$ cat src/rtl/hft_pkg.sv
// Shared types and frame layout for the UDP order ingress path.
// Holds the order word format, parser states, byte offsets and the header filter helper.
package hft_pkg;

   typedef struct packed {
      logic [15:0] price;
      logic        is_buy;
      logic        is_bot;
      logic [13:0] qty;
   } order_t;

   typedef enum logic [2:0] {
      HDR,
      OPC,
      PAY,
      DUMPW,
      DROP
   } state_t;

   localparam int OFF_ETYPE = 12;
   localparam int OFF_PROTO = 23;
   localparam int OFF_DIP   = 30;
   localparam int OFF_SPORT = 34;
   localparam int OFF_OPC   = 42;
   localparam int OFF_PAY   = 45;

   localparam logic [7:0]  ETYPE_HI  = 8'h08;
   localparam logic [7:0]  ETYPE_LO  = 8'h00;
   localparam logic [7:0]  PROTO_UDP = 8'h11;

   localparam logic [31:0] DEF_DEST_IP   = 32'hC0A80132;
   localparam logic [15:0] DEF_SRC_PORT  = 16'd55555;
   localparam logic [23:0] DEF_OP_MARKET = 24'h102030;
   localparam logic [23:0] DEF_OP_DUMP   = 24'hF0E0D0;

   // Bytes at offsets not listed here are don't-care and always pass.
   function automatic logic hdr_byte_ok(input logic [5:0]  idx,
                                        input logic [7:0]  data,
                                        input logic [31:0] dest_ip,
                                        input logic [15:0] src_port);
      logic ok;
      ok = 1'b1;
      case (idx)
         6'(OFF_ETYPE):     ok = (data == ETYPE_HI);
         6'(OFF_ETYPE + 1): ok = (data == ETYPE_LO);
         6'(OFF_PROTO):     ok = (data == PROTO_UDP);
         6'(OFF_DIP):       ok = (data == dest_ip[31:24]);
         6'(OFF_DIP + 1):   ok = (data == dest_ip[23:16]);
         6'(OFF_DIP + 2):   ok = (data == dest_ip[15:8]);
         6'(OFF_DIP + 3):   ok = (data == dest_ip[7:0]);
         6'(OFF_SPORT):     ok = (data == src_port[15:8]);
         6'(OFF_SPORT + 1): ok = (data == src_port[7:0]);
         default:           ok = 1'b1;
      endcase
      return ok;
   endfunction

endpackage

$ cat src/rtl/udp_order_parser_if.sv
// Stream bundle between the UDP RX MAC, the order parser and the input CDC FIFO.
// The RX side has no backpressure; only the order side carries a ready.
interface udp_order_parser_if;
   import hft_pkg::*;

   logic [7:0] rx_axis_tdata;
   logic       rx_axis_tvalid;
   logic       rx_axis_tlast;
   order_t     order_tdata;
   logic       order_tvalid;
   logic       order_tready;

   modport master (
      output rx_axis_tdata, rx_axis_tvalid, rx_axis_tlast, order_tready,
      input  order_tdata, order_tvalid
   );

   modport slave (
      input  rx_axis_tdata, rx_axis_tvalid, rx_axis_tlast, order_tready,
      output order_tdata, order_tvalid
   );

endinterface

$ cat src/rtl/sat_counter.sv
// Health counter that sticks at all-ones instead of wrapping.
module sat_counter #(
   parameter int CNT_W = 16
) (
   input  logic             clk,
   input  logic             rst,
   input  logic             inc,
   output logic [CNT_W-1:0] count
);

   // NOTE: sequential state uses non-blocking assignments so every flop samples pre-edge values.
   always_ff @(posedge clk) begin
      if (rst) begin
         count <= '0;
      end else if (inc && (count != '1)) begin
         count <= count + {{(CNT_W-1){1'b0}}, 1'b1};
      end
   end

endmodule

$ cat src/rtl/udp_order_parser.sv
// UDP ingress: filters frames on L2/L3/L4 header fields, decodes the opcode,
// emits 32-bit orders with a one-deep holding register and keeps health counters.
module udp_order_parser
   import hft_pkg::*;
#(
   parameter logic [31:0] DEST_IP   = DEF_DEST_IP,
   parameter logic [15:0] SRC_PORT  = DEF_SRC_PORT,
   parameter logic [23:0] OP_MARKET = DEF_OP_MARKET,
   parameter logic [23:0] OP_DUMP   = DEF_OP_DUMP,
   parameter int          CNT_W     = 16
) (
   input  logic                  clk_udp,
   input  logic                  rst_udp,
   udp_order_parser_if.slave     bus,
   output logic                  dump_req,
   output logic [CNT_W-1:0]      frames_ok,
   output logic [CNT_W-1:0]      frames_dropped,
   output logic [CNT_W-1:0]      orders_lost
);

   state_t      state;
   logic [5:0]  bcnt;
   logic [1:0]  lane;
   logic [15:0] opc_sr;
   logic [23:0] word_sr;

   logic        beat;
   logic        last_beat;
   logic        hdr_pass;
   logic [23:0] opc_next;
   order_t      word_next;
   logic        word_done;
   logic        load_word;
   logic        ok_inc;
   logic        drop_inc;
   logic        lost_inc;
   logic        dump_hit;

   assign beat      = bus.rx_axis_tvalid;
   assign last_beat = bus.rx_axis_tvalid & bus.rx_axis_tlast;
   assign hdr_pass  = hdr_byte_ok(bcnt, bus.rx_axis_tdata, DEST_IP, SRC_PORT);
   assign opc_next  = {opc_sr, bus.rx_axis_tdata};
   assign word_next = order_t'({word_sr, bus.rx_axis_tdata});

   // NOTE: every output of this block gets a default first, so no path can infer a latch.
   always_comb begin
      word_done = 1'b0;
      ok_inc    = 1'b0;
      drop_inc  = 1'b0;
      lost_inc  = 1'b0;
      dump_hit  = 1'b0;
      if (beat) begin
         case (state)
            HDR: drop_inc = bus.rx_axis_tlast;
            OPC: begin
               // A dump frame may legally end on its last opcode byte.
               if (bus.rx_axis_tlast) begin
                  if ((bcnt == 6'(OFF_PAY - 1)) && (opc_next == OP_DUMP)) begin
                     ok_inc   = 1'b1;
                     dump_hit = 1'b1;
                  end else begin
                     drop_inc = 1'b1;
                  end
               end
            end
            PAY: begin
               word_done = (lane == 2'd3);
               if (bus.rx_axis_tlast) begin
                  ok_inc   = 1'b1;
                  lost_inc = (lane != 2'd3);
               end
            end
            DUMPW: begin
               ok_inc   = bus.rx_axis_tlast;
               dump_hit = bus.rx_axis_tlast;
            end
            DROP:    drop_inc = bus.rx_axis_tlast;
            default: ;
         endcase
      end
      // A completed word with the holding register still blocked is lost.
      load_word = word_done & ~(bus.order_tvalid & ~bus.order_tready);
      if (word_done && bus.order_tvalid && !bus.order_tready) begin
         lost_inc = 1'b1;
      end
   end

   always_ff @(posedge clk_udp) begin
      if (rst_udp) begin
         state            <= HDR;
         bcnt             <= '0;
         lane             <= '0;
         opc_sr           <= '0;
         word_sr          <= '0;
         bus.order_tdata  <= '0;
         bus.order_tvalid <= 1'b0;
         dump_req         <= 1'b0;
      end else begin
         dump_req <= dump_hit;

         if (bus.order_tvalid && bus.order_tready) begin
            bus.order_tvalid <= 1'b0;
         end
         if (load_word) begin
            bus.order_tdata  <= word_next;
            bus.order_tvalid <= 1'b1;
         end

         if (last_beat) begin
            state <= HDR;
            bcnt  <= '0;
            lane  <= '0;
         end else if (beat) begin
            case (state)
               HDR: begin
                  bcnt <= bcnt + 6'd1;
                  if (!hdr_pass) begin
                     state <= DROP;
                  end else if (bcnt == 6'(OFF_OPC - 1)) begin
                     state <= OPC;
                  end
               end
               OPC: begin
                  bcnt   <= bcnt + 6'd1;
                  opc_sr <= opc_next[15:0];
                  if (bcnt == 6'(OFF_PAY - 1)) begin
                     if (opc_next == OP_MARKET) begin
                        state <= PAY;
                     end else if (opc_next == OP_DUMP) begin
                        state <= DUMPW;
                     end else begin
                        state <= DROP;
                     end
                  end
               end
               PAY: begin
                  lane    <= lane + 2'd1;
                  word_sr <= {word_sr[15:0], bus.rx_axis_tdata};
               end
               DUMPW, DROP: ;
               default: state <= HDR;
            endcase
         end
      end
   end

   sat_counter #(.CNT_W(CNT_W)) u_frames_ok (
      .clk   (clk_udp),
      .rst   (rst_udp),
      .inc   (ok_inc),
      .count (frames_ok)
   );

   sat_counter #(.CNT_W(CNT_W)) u_frames_dropped (
      .clk   (clk_udp),
      .rst   (rst_udp),
      .inc   (drop_inc),
      .count (frames_dropped)
   );

   sat_counter #(.CNT_W(CNT_W)) u_orders_lost (
      .clk   (clk_udp),
      .rst   (rst_udp),
      .inc   (lost_inc),
      .count (orders_lost)
   );

endmodule

$ cat src/flat_wrapper.sv
// flat-port wrapper written by rule: the top's interface ports become plain ports
module udp_order_parser_flat import hft_pkg::*;
#(
   parameter logic [31:0] DEST_IP   = DEF_DEST_IP,
   parameter logic [15:0] SRC_PORT  = DEF_SRC_PORT,
   parameter logic [23:0] OP_MARKET = DEF_OP_MARKET,
   parameter logic [23:0] OP_DUMP   = DEF_OP_DUMP,
   parameter int          CNT_W     = 16
)
  (clk_udp, rst_udp, dump_req, frames_ok, frames_dropped, orders_lost, bus_rx_axis_tdata, bus_rx_axis_tvalid, bus_rx_axis_tlast, bus_order_tready, bus_order_tdata, bus_order_tvalid);
  udp_order_parser_if bus_i ();
  input  logic clk_udp;
  input  logic rst_udp;
  output logic dump_req;
  output logic [CNT_W-1:0] frames_ok;
  output logic [CNT_W-1:0] frames_dropped;
  output logic [CNT_W-1:0] orders_lost;
  input wire logic [$bits(bus_i.rx_axis_tdata)-1:0] bus_rx_axis_tdata;
  input wire logic [$bits(bus_i.rx_axis_tvalid)-1:0] bus_rx_axis_tvalid;
  input wire logic [$bits(bus_i.rx_axis_tlast)-1:0] bus_rx_axis_tlast;
  input wire logic [$bits(bus_i.order_tready)-1:0] bus_order_tready;
  output wire logic [$bits(bus_i.order_tdata)-1:0] bus_order_tdata;
  output wire logic [$bits(bus_i.order_tvalid)-1:0] bus_order_tvalid;
  assign bus_i.rx_axis_tdata = bus_rx_axis_tdata;
  assign bus_i.rx_axis_tvalid = bus_rx_axis_tvalid;
  assign bus_i.rx_axis_tlast = bus_rx_axis_tlast;
  assign bus_i.order_tready = bus_order_tready;
  assign bus_order_tdata = bus_i.order_tdata;
  assign bus_order_tvalid = bus_i.order_tvalid;
  udp_order_parser #(.DEST_IP(DEST_IP), .SRC_PORT(SRC_PORT), .OP_MARKET(OP_MARKET), .OP_DUMP(OP_DUMP), .CNT_W(CNT_W)) u_core (.clk_udp(clk_udp), .rst_udp(rst_udp), .bus(bus_i), .dump_req(dump_req), .frames_ok(frames_ok), .frames_dropped(frames_dropped), .orders_lost(orders_lost));
endmodule
$ cat config.mk
export PLATFORM = sky130hd
export DESIGN_NAME = udp_order_parser_flat
export DESIGN_NICKNAME = d
export VERILOG_FILES = /design/src/rtl/hft_pkg.sv /design/src/rtl/udp_order_parser_if.sv /design/src/rtl/sat_counter.sv /design/src/rtl/udp_order_parser.sv /design/src/flat_wrapper.sv
export SDC_FILE = /design/constraint.sdc
export NUM_CORES = 1
export LEC_CHECK = 0
export ABC_AREA = 1
export CAP_MARGIN = 20
export CORE_AREA = 5 5 230 120
export DETAILED_ROUTE_END_ITERATION = 8
export DIE_AREA = 0 0 235 125
export PLACE_DENSITY_LB_ADDON = 0.3
export SLEW_MARGIN = 15
export SYNTH_ARGS = -nofsm -noshare
export SYNTH_HDL_FRONTEND = slang
export SYNTH_SLANG_ARGS = --single-unit
$ cat constraint.sdc
create_clock -name clk_udp -period 4.82 [get_ports clk_udp]
set_input_delay 0.482 -clock clk_udp [delete_from_list [all_inputs] [get_ports clk_udp]]
set_output_delay 0.482 -clock clk_udp [all_outputs]
set_load 0.01 [all_outputs]
==> results.py <==
metrics = {
    "run_status": {
        "status": "finished, final reports clean",
    },
    "synthesis": {
        "ys_ff_latch": 133,
        "synth-edff-count": 0,
        "ffs_w_async_s_r_synth_pct": 0,
        "synth_largest_area_cell": "sky130_fd_sc_hd__dfxtp_1",
        "yosys_most_used_dff": "sky130_fd_sc_hd__dfxtp_1",
        "syn-cell-area_sq_um": 6260,
        "synth_top_area_share_pct": 42.5,
        "netlist_instances": 861,
        "yosys-top-cells-count": "139 x sky130_fd_sc_hd__nor2_1, 133 x sky130_fd_sc_hd__dfxtp_1, 108 x sky130_fd_sc_hd__nand2_1",
        "synthMostInstantiatedCell": "sky130_fd_sc_hd__nor2_1",
        "synthesis.nets": 882,
        "yosys.cell_types.count": 43,
        "yosys_warnings": 0,
        "synth_area_leaders": "sky130_fd_sc_hd__dfxtp_1 43%, sky130_fd_sc_hd__nor2_1 8.3%, sky130_fd_sc_hd__o21ai_0 8.0%",
        "synth-seq-area-share_pct": 42.5,
        "synthesis.area_per_instance_sq_um": 7.27,
    },
    "placed_design": {
        "post-dp-hpwl_um": 13300,
        "place_ws_ns": 1.77,
        "io_buffers": 94,
        "detailed_place.area_sq_um": 7550,
        "gpl.final_weighted_congestion": 0.843,
    },
    "floorplan": {
        "fp.dieArea_sq_um": 29400,
        "die_width_um": 235,
        "die_height_um": 125,
        "placeableCoreArea_sq_um": 25700,
        "initial_core_util_pct": 24.4,
        "io_pins": 95,
        "placement_rows": 42,
    },
    "route": {
        "via_per_inst": 4.49,
        "initialDrtViolationCount": 461,
        "drc_errors": 0,
        "routed_wl_um": 18600,
        "first_pass_iters": 5,
        "routed-via-count": 5901,
        "drt-wirelength-per-cell_um": 14.1,
        "postRouteAntennaNets": 0,
    },
    "min_path": {
        "hold_path.class": "reg -> reg",
    },
    "pwr": {
        "p_seq_share_pct": 44.2,
        "power.share.clock_pct": 52.8,
        "power.net_switching_w": 0.000593,
        "swShare_pct": 23.7,
        "power.density_cell_area_nw_per_um2": 306,
        "cellLeakagePower_nw": 3.12,
        "power.combinational.fraction_pct": 3.0,
        "vdd_drop_max_uv": 227,
        "power.internal_w": 0.00191,
    },
    "clock_network": {
        "number_of_buffers_created_by_cts": 17,
        "clock_pin_slew_on_the_worst_setup_and_hold_paths_ns": 0.06,
        "clock-root-buffer": "sky130_fd_sc_hd__clkbuf_16",
        "cts-resized-gates": 0,
        "post-cts-setup-buffer-count": 0,
        "later_pin_clock_latency_in_the_skew_report_ns": 0.44,
        "cts.htree.levels": 4,
        "tritoncts": "yes",
        "ctsLongestPathBuffers": 2,
        "holdBufCountCts": 0,
        "numClockSinks": 133,
    },
    "timing": {
        "final.setup.worst_slack_ns": 2.23,
        "hold_ws_ns": 0.466,
        "report.final.hold_viol_count": 0,
        "worst_clock_skew_ns": 0.0125,
        "final-max-slew-violation-count": 0,
        "finalCriticalPeriod_ns": 2.59,
        "final-setup-viol-count": 0,
        "timing.fmax_mhz": 387,
        "grt_setup_unrepaired": "false",
        "finalCritPeriodShare_pct": 53.6,
        "totalNegativeSetupSlack_ns": 0,
        "worstMarginPinSlew_ns": 0.778,
        "maxSlewHeadroom_pct": 48.1,
    },
    "final_layout": {
        "final_nets": 971,
        "antenna-diode-count": 0,
        "fillerInstances": 2727,
        "stdcell_area_sq_um": 8160,
        "layout-drive-gt1-share_pct": 9.35,
        "layout_stage_area_growth_over_the_synthesis_result_pct": 30.3,
    },
    "critical_path": {
        "worstSetupStartpointType": "flip-flop",
        "crit_fanout": 21,
        "required_ns": 5.11,
        "worst_ep_arrival_time_ns": 2.88,
        "worstSetupEndpointType": "flip-flop",
        "worst-r2r-setup-slack_ns": 2.23,
        "criticalPathCategory": "reg -> reg",
    },
    "global_route": {
        "grt_overflow_total": 0,
        "vias_in_the_first_global_route": 5394,
        "grt_max_degree": 73,
        "grt_first_pass_wirelength_um": 30000,
        "antenna_found_initial": 0,
        "grtUsageTotal_pct": 12.6,
    },
    "run": {
        "drv.max_cap_violation_count": 0,
    },
}
## power by group through the flow
stage | combinational (W) | clock [W] | sequential [W]
floorplan | 0.0000426 | 0 | 0.00113
global placement | 0.0000736 | 0 | 0.00113
detailed placement | 0.0000742 | 0 | 0.00113
CTS | 0.0000744 | 0.00135 | 0.00111
global route | 0.0000839 | 0.00140 | 0.00110
finish | 0.0000755 | 0.00132 | 0.00111
## state kept, by name, indices dropped and copies added, names as in the netlist, 2 cells and up
signal                         flops
u_core.lane                        2
u_core.word_sr                    24
u_core.bus.order_tdata            32
u_core.u_orders_lost.count        16
u_core.opc_sr                     16
u_core.state                       3
u_core.u_frames_ok.count          16
u_core.u_frames_dropped.count     16
u_core.bcnt                        6
## cell type report
| cell class | instances | area (sq um) | area share, % |
|---|---|---|---|
| clock buffer | 19 | 443 | 5.43 |
| clock inverter | 13 | 148 | 1.81 |
| inverter | 95 | 360 | 4.42 |
| multi-input combinational | 603 | 3110 | 38.1 |
| sequential | 133 | 2660 | 32.6 |
| tap | 352 | 440 | 5.40 |
| timing repair buffer | 100 | 998 | 12.2 |
## metrics by stage
stage	std cells	total power (W)	utilization (%)
2_1_floorplan	861	0.00117	-
3_3_place_gp	1282	0.00120	29.4
3_5_place_dp	1282	0.00120	29.4
4_1_cts	1314	0.00253	31.7
5_1_grt	1315	0.00258	31.8
6_report	1315	0.00250	31.8
## cell usage in the layout (no fill, tap or decap), types with 4 or more instances in the layout
cell type	instances
sky130_fd_sc_hd__nor2_1	138
sky130_fd_sc_hd__dfxtp_1	133
sky130_fd_sc_hd__nand2_1	108
sky130_fd_sc_hd__o21ai_0	100
sky130_fd_sc_hd__clkdlybuf4s50_1	94
sky130_fd_sc_hd__inv_1	87
sky130_fd_sc_hd__a21oi_1	64
sky130_fd_sc_hd__nand3_1	44
sky130_fd_sc_hd__nor3_1	31
sky130_fd_sc_hd__xor2_1	17
sky130_fd_sc_hd__clkbuf_16	17
sky130_fd_sc_hd__nand4_1	14
sky130_fd_sc_hd__nand2_2	13
sky130_fd_sc_hd__a21oi_2	10
sky130_fd_sc_hd__ha_1	8
sky130_fd_sc_hd__nor4_1	7
sky130_fd_sc_hd__nor2_2	7
sky130_fd_sc_hd__clkinvlp_4	7
sky130_fd_sc_hd__xnor2_1	6
sky130_fd_sc_hd__inv_2	6
sky130_fd_sc_hd__buf_4	5
sky130_fd_sc_hd__inv_6	4
## cells by family (layout without fill, tap and decap cells)
kind of cell             after synthesis  after routing  share of synthesized area, %
adder cells (fa/ha/maj)                8              8                          1.60
AO/OA/AOI/OAI                        189            189                          16.3
buffers and inverters                125            227                          7.91
flip-flops                           133            133                          42.5
AND/OR/NAND/NOR                      383            383                          28.5
XOR/XNOR                              23             23                          3.22
## layer usage
layer	part of all wire (%)	GRT usage (%)
met2	40	16.8
met4	1.1	3.91
met5	0	0
met1	53	19.0
met3	5.8	3.98
## final timing paths
| kind | startpoint | end | cells past startpoint |
|---|---|---|---|
| worst max-delay path | u_core.u_frames_dropped.count[0] | u_core.u_frames_dropped.count[8] | 8 |
| worst min-delay path | u_core.u_orders_lost.count[4] | u_core.u_orders_lost.count[4] | 2 |
| worst max register to register | u_core.u_frames_dropped.count[0] | u_core.u_frames_dropped.count[8] | 8 |
| worst min register to register | u_core.u_orders_lost.count[4] | u_core.u_orders_lost.count[4] | 2 |
## worst max-delay path, stage by stage, from the launching register on
cell and delay (ns):
sky130_fd_sc_hd__dfxtp_1 0.42, sky130_fd_sc_hd__ha_1 0.25, sky130_fd_sc_hd__nand2_1 0.11, sky130_fd_sc_hd__nor3_2 0.37
sky130_fd_sc_hd__nand4_2 0.36, sky130_fd_sc_hd__nand3_1 0.64, sky130_fd_sc_hd__o21ai_0 0.16, sky130_fd_sc_hd__inv_1 0.08
sky130_fd_sc_hd__nor3_1 0.04
Note: power is estimated with default switching activity, not from simulation.
